File: config.mk
export PLATFORM = sky130hd
export DESIGN_NAME = fdiv_seq
export DESIGN_NICKNAME = d
export VERILOG_FILES = /design/src/rtl/fdiv_seq.sv
export SDC_FILE = /design/constraint.sdc
export NUM_CORES = 1
export LEC_CHECK = 0
export ABC_AREA = 1
export CAP_MARGIN = 20
export CORE_ASPECT_RATIO = 0.9
export CORE_MARGIN = 10
export CORE_UTILIZATION = 50
export DETAILED_ROUTE_END_ITERATION = 12
export PLACE_DENSITY_LB_ADDON = 0.15
export SLEW_MARGIN = 25
export SYNTH_ARGS = -nofsm -noshare
export SYNTH_HDL_FRONTEND = slang
export SYNTH_SLANG_ARGS = --single-unit
File: constraint.sdc
create_clock -name clk -period 6.3 [get_ports clk]
set_clock_uncertainty 0.05 [all_clocks]
set_input_delay 1.26 -clock clk [delete_from_list [all_inputs] [get_ports clk]]
set_output_delay 1.26 -clock clk [all_outputs]
set_load 0.02 [all_outputs]
File: src/rtl/fdiv_seq.sv
// fdiv_seq: iterative IEEE-754 single-precision divider (d = s / t).
// Radix-2 restoring division of the 24-bit mantissas produces 27 quotient
// bits. One round-to-nearest-even cycle follows. Denormal inputs and
// results are flushed to zero. Valid/ready handshakes are used on both
// the operand side and the result side.
module fdiv_seq #(
  parameter int QBITS = 27
) (
  input  logic        clk,
  input  logic        rstn,
  input  logic [31:0] s,
  input  logic [31:0] t,
  input  logic        in_valid,
  output logic        in_ready,
  output logic [31:0] d,
  output logic        overflow,
  output logic        underflow,
  output logic        out_valid,
  input  logic        out_ready
);

  typedef enum logic [1:0] {
    IDLE  = 2'd0,
    DIV   = 2'd1,
    ROUND = 2'd2,
    DONE  = 2'd3
  } state_t;

  state_t             state;
  logic               sign_r;
  logic [7:0]         es;
  logic [7:0]         et;
  logic [24:0]        rem;
  logic [23:0]        dvs;
  logic [QBITS-1:0]   q;
  logic [4:0]         cnt;

  // operand classification; exponent 0 means zero (denormals flushed)
  logic [7:0]  s_exp, t_exp;
  logic [22:0] s_man, t_man;
  logic        s_nan, t_nan, s_inf, t_inf, s_zero, t_zero;
  logic        special_hit;
  logic [31:0] special_d;
  logic        sign_in;

  assign s_exp   = s[30:23];
  assign t_exp   = t[30:23];
  assign s_man   = s[22:0];
  assign t_man   = t[22:0];
  assign s_nan   = (&s_exp) && (|s_man);
  assign t_nan   = (&t_exp) && (|t_man);
  assign s_inf   = (&s_exp) && !(|s_man);
  assign t_inf   = (&t_exp) && !(|t_man);
  assign s_zero  = (s_exp == 8'd0);
  assign t_zero  = (t_exp == 8'd0);
  assign sign_in = s[31] ^ t[31];

  // The idle state is the only one that can take operands
  assign in_ready = (state == IDLE);

  // Special-case result selection in priority order (NaN payloads are quietened)
  always_comb begin
    special_hit = 1'b1;
    special_d   = 32'd0;
    if (s_nan) begin
      special_d = {s[31], 8'hFF, 1'b1, s[21:0]};
    end else if (t_nan) begin
      special_d = {t[31], 8'hFF, 1'b1, t[21:0]};
    end else if ((s_inf && t_inf) || (s_zero && t_zero)) begin
      special_d = 32'h7FC00000;
    end else if (s_inf || t_zero) begin
      special_d = {sign_in, 8'hFF, 23'd0};
    end else if (s_zero || t_inf) begin
      special_d = {sign_in, 31'd0};
    end else begin
      special_hit = 1'b0;
    end
  end

  // One restoring step: subtract the divisor when it fits and emit the quotient bit
  logic        q_bit;
  logic [24:0] rem_sub;

  always_comb begin
    q_bit   = (rem >= {1'b0, dvs});
    rem_sub = q_bit ? (rem - {1'b0, dvs}) : rem;
  end

  // Normalise the quotient, round to nearest-even and classify the exponent
  logic [23:0] m;
  logic        g, st, up;
  logic [24:0] m_rnd;
  logic [9:0]  bias;
  logic [9:0]  e_raw;
  logic        e_over, e_under;
  logic [31:0] round_d;

  always_comb begin
    if (q[QBITS-1]) begin
      m    = q[QBITS-1:3];
      g    = q[2];
      st   = (|q[1:0]) | (rem != 25'd0);
      bias = 10'd127;
    end else begin
      m    = q[QBITS-2:2];
      g    = q[1];
      st   = q[0] | (rem != 25'd0);
      bias = 10'd126;
    end
    up      = g && (st || m[0]);
    m_rnd   = {1'b0, m} + {24'd0, up};
    e_raw   = {2'b00, es} - {2'b00, et} + bias + {9'd0, m_rnd[24]};
    e_over  = !e_raw[9] && (e_raw >= 10'd255);
    e_under = e_raw[9] || (e_raw == 10'd0);
    if (e_over) begin
      round_d = {sign_r, 8'hFF, 23'd0};
    end else if (e_under) begin
      round_d = {sign_r, 31'd0};
    end else begin
      round_d = {sign_r, e_raw[7:0], m_rnd[22:0]};
    end
  end

  // Control FSM with registered result and handshake outputs
  always_ff @(posedge clk or negedge rstn) begin
    if (!rstn) begin
      state     <= IDLE;
      sign_r    <= 1'b0;
      es        <= 8'd0;
      et        <= 8'd0;
      rem       <= 25'd0;
      dvs       <= 24'd0;
      q         <= '0;
      cnt       <= 5'd0;
      d         <= 32'd0;
      overflow  <= 1'b0;
      underflow <= 1'b0;
      out_valid <= 1'b0;
    end else begin
      case (state)
        IDLE: begin
          if (in_valid) begin
            sign_r <= sign_in;
            es     <= s_exp;
            et     <= t_exp;
            if (special_hit) begin
              d         <= special_d;
              overflow  <= 1'b0;
              underflow <= 1'b0;
              state     <= DONE;
            end else begin
              rem   <= {2'b01, s_man};
              dvs   <= {1'b1, t_man};
              q     <= '0;
              cnt   <= 5'd0;
              state <= DIV;
            end
          end
        end
        DIV: begin
          q   <= {q[QBITS-2:0], q_bit};
          rem <= rem_sub << 1;
          cnt <= cnt + 5'd1;
          if (cnt == 5'(QBITS - 1)) begin
            state <= ROUND;
          end
        end
        ROUND: begin
          d         <= round_d;
          overflow  <= e_over;
          underflow <= !e_over && e_under;
          state     <= DONE;
        end
        DONE: begin
          if (!out_valid) begin
            out_valid <= 1'b1;
          end else if (out_ready) begin
            out_valid <= 1'b0;
            state     <= IDLE;
          end
        end
        default: state <= IDLE;
      endcase
    end
  end

endmodule

==> out/results.tsv <==
stage	metric	value	unit
outcome	status	finished clean	
worst_setup_path	FF-to-FF Start	q[26]	
worst_setup_path	CP endpoint kind	flop	
synthesis	Top FF cell, synth	dfrtp_1	
sta	Final Cycle Share	80.12	%
sta	Final Slew Violations	0	
drt	total number of vias	9522	
placement	dpl ws	1.334	ns
clocking	cts bufs inserted	17	
clocking	CTS tree	done	
synthesis	cell taking the most area after synthesis	dfrtp_1	
synthesis	Post-synth EDFFs	0	
worst_setup_path	flop-to-flop setup slack	1.25	ns
floorplan	die area	25080	um2
clocking	Worst-Skew Late Latency	0.43	ns
floorplan	Top Ports	104	
pwr	peak supply drop	296.4	uV
worst_setup_path	CP Buf/Inv Count	4	
worst_setup_path	CP startpoint kind	flop	
drt	vias per cell	5.562	
sta	Slew HR	36.99	%
drt	drt drc	0	
worst_hold_path	worst hold-check path type	flop to flop	
sta	setup TNS	0	ns
synthesis	most frequent cell after synthesis	nand2_1	
synthesis	#FFs+latches synth	135	
clocking	postcts setup bufs	0	
clocking	CTS sink cnt	135	
final_layout	Layout area overhead	18.65	%
flow_run	Max Cap Viol	0	
synthesis	YS warnings	0	
synthesis	post-synthesis instance total	1371	
clocking	Resize count post-CTS	0	
drt	Total Routed Length	28900	um
synthesis	top cells by instance count after synthesis	323 x nand2_1, 177 x inv_1, 168 x nor2_1	
global_routing	first-pass GRT wire length	47350	um
drt	DR WL/cell	16.88	um
synthesis	Mapped Area	9568	um2
global_routing	GRT overflow	0	
worst_setup_path	Crit path largest cell delay	0.80	ns
worst_setup_path	CP top delay family	simple AND/OR/NAND/NOR gates	
final_layout	final design utilization	61.09	%
clocking	CTS Buffer Depth	2	
synthesis	synth top area cells	dfrtp_1 35%, nand2_1 13%, inv_1 6.9%	
clocking	root buffer cell	clkbuf_16	
synthesis	share of the synthesized area in the top cell type	35.31	%
sta	maximum clock rate	0.1981	GHz
sta	crit path time final	5.048	ns
worst_setup_path	arrival time at the worst endpoint	5.31	ns
floorplan	die height	151.2	um
floorplan	Initial Utilization	51.49	%
pwr	Pwr per Cell Area	558.4	nW/um2
synthesis	post-synthesis sequential area ratio	35.31	%
final_layout	layout cells sized above 1	5.453	%
worst_setup_path	R2R Path End	d[6]	
drt	first drt pass iteration count	5	
synthesis	Mean Syn Cell Area	6.979	um2
clocking	H-Tree Depth	4	
sta	RSZ-0062 raised after global routing	false	
global_routing	Total GRT Usage	23.02	%
synthesis	Async SR Flop Fraction	100.0	%
pwr	Overall Power	6.339	mW
sta	worst hold slack	0.4077	ns
final_layout	Final Non-Filler Cells	1712	
pwr	Leakage	5.424	nW
clocking	CTS Hold Bufs	0	
global_routing	vias in the first global route	9063	
sta	Setup WS post-layout	1.252	ns
global_routing	largest net degree at the start of global routing	82	
worst_setup_path	CP Data Required Time	6.56	ns
final_layout	final instance area	11350	um2
synthesis	Synth cell types	57	
sta	Setup violations, final	0	
worst_hold_path	Hold EP	dvs[23]	
placement	Detailed Place HPWL	22250	um
worst_setup_path	crit path max fanout	23	
floorplan	FP Rows	47	
worst_hold_path	WHS Path Cells	2	
floorplan	Core Footprint	18580	um2
clocking	CTS clk-pin slew, worst paths	0.06	ns
worst_setup_path	worst reg2reg path depth	26	
worst_setup_path	Slowest cell on crit path	dfrtp_1	
placement	routability cong.	0.9682	
worst_hold_path	hold_sp	dvs[23]	
final_layout	n_diodes	0	
placement	Area after DPL	10720	um2
drt	Routed Antenna Nets	0	
drt	number of DRC markers in iteration 0	943	
synthesis	syn_nets	1482	
floorplan	DIE WIDTH	165.8	um
placement	DP Cell Count	1681	
placement	port bufs	103	
sta	Fin. Hold Viols	0	
global_routing	initial antenna violation count	0	
worst_setup_path	Crit Path Category	flop to flop	
sta	Worst Max-Slew Pin Slew	0.9428	ns
final_layout	# nets final	1566	
## layout make-up
type | instances | area, um2
multi-input combinational | 1008 | 5268
clock inverter | 11 | 173.9
clock buffer | 20 | 456.7
fill | 1742 | 7231
sequential | 135 | 3378
timing repair buffer | 109 | 1077
inverter | 184 | 691.9
tap | 245 | 306.5
## cell families after synthesis
logic type                 Yosys count  synth area share [%]
and+or+nand+nor                    679                 31.16
adders and majority gates           43                 5.859
AOI/OAI and AO/OA                  262                 15.78
xor gates and xnor gates            24                 2.197
buffers and inverters              228                 9.690
DFF                                135                 35.31
## how the worst max path moves through the flow
stage / startpoint / endpoint / slack [ns] / depth (start not counted)
2_1_floorplan: q[26] / d[2] / 2.31 / 29
3_3_place_gp: q[26] / d[13] / 1.46 / 26
3_5_place_dp: q[26] / d[6] / 1.33 / 26
4_1_cts: q[26] / d[6] / 1.31 / 26
5_1_grt: q[26] / d[22] / 0.72 / 27
6_report: q[26] / d[6] / 1.25 / 26
## registers in the layout, summed over array words and instances, names as in the netlist
signal     count
d             32
cnt            5
underflow      1
q             27
rem           25
sign_r         1
es             8
dvs           24
et             8
overflow       1
out_valid      1
state          2
## per-layer routing
metal / vias up / part of all wire (%) / GRT usage, %
met3: 35 / 7.8 / 5.337
met2: 343 / 42 / 33.78
met1: 4446 / 49 / 33.32
met4: 0 / 1.4 / 5.664
li1: 4698 / - / -
met5: - / 0 / 0
## worst register-to-register path, stage by stage (launching register included)
cell and delay (ns):
dfrtp_1 0.80, o211ai_1 0.33, inv_1 0.12, ha_1 0.19, nand2_1 0.07, nor2_2 0.18
nand2_1 0.12, nor2_1 0.23, nand3_1 0.14, nor4_1 0.27, nand4_1 0.17, a211oi_1 0.30
fa_1 0.24, inv_1 0.06, ha_1 0.27, inv_1 0.05, or2_2 0.26, nor2_1 0.11
nand3_1 0.08, nor2_1 0.10, nand2_1 0.06, nor2_2 0.14, nand2_2 0.08, nand4_4 0.26
inv_1 0.08, a21oi_1 0.13, nor2_1 0.06
## power breakdown
part	internal (mW)	leakage [nW]	total, mW	switching [mW]
sequential	1.18	1.74	1.43	0.244
combinational	1.32	3.39	3.84	2.51
clock	0.682	0.298	1.08	0.395
## cell usage in the layout (no fill, tap or decap), drive strengths merged, types with 9 or more instances in the layout
cell / n
clkdlybuf4s50: 102
nand2: 337
xnor2: 9
clkbuf: 20
o21ai: 134
nor3: 14
nand3: 80
nand3b: 10
dfrtp: 135
nor4: 11
a21oi: 47
nor2: 176
inv: 181
ha: 40
o22ai: 29
nand4: 39
xor2: 15
o211ai: 21
(Power assumes the default switching activity.)
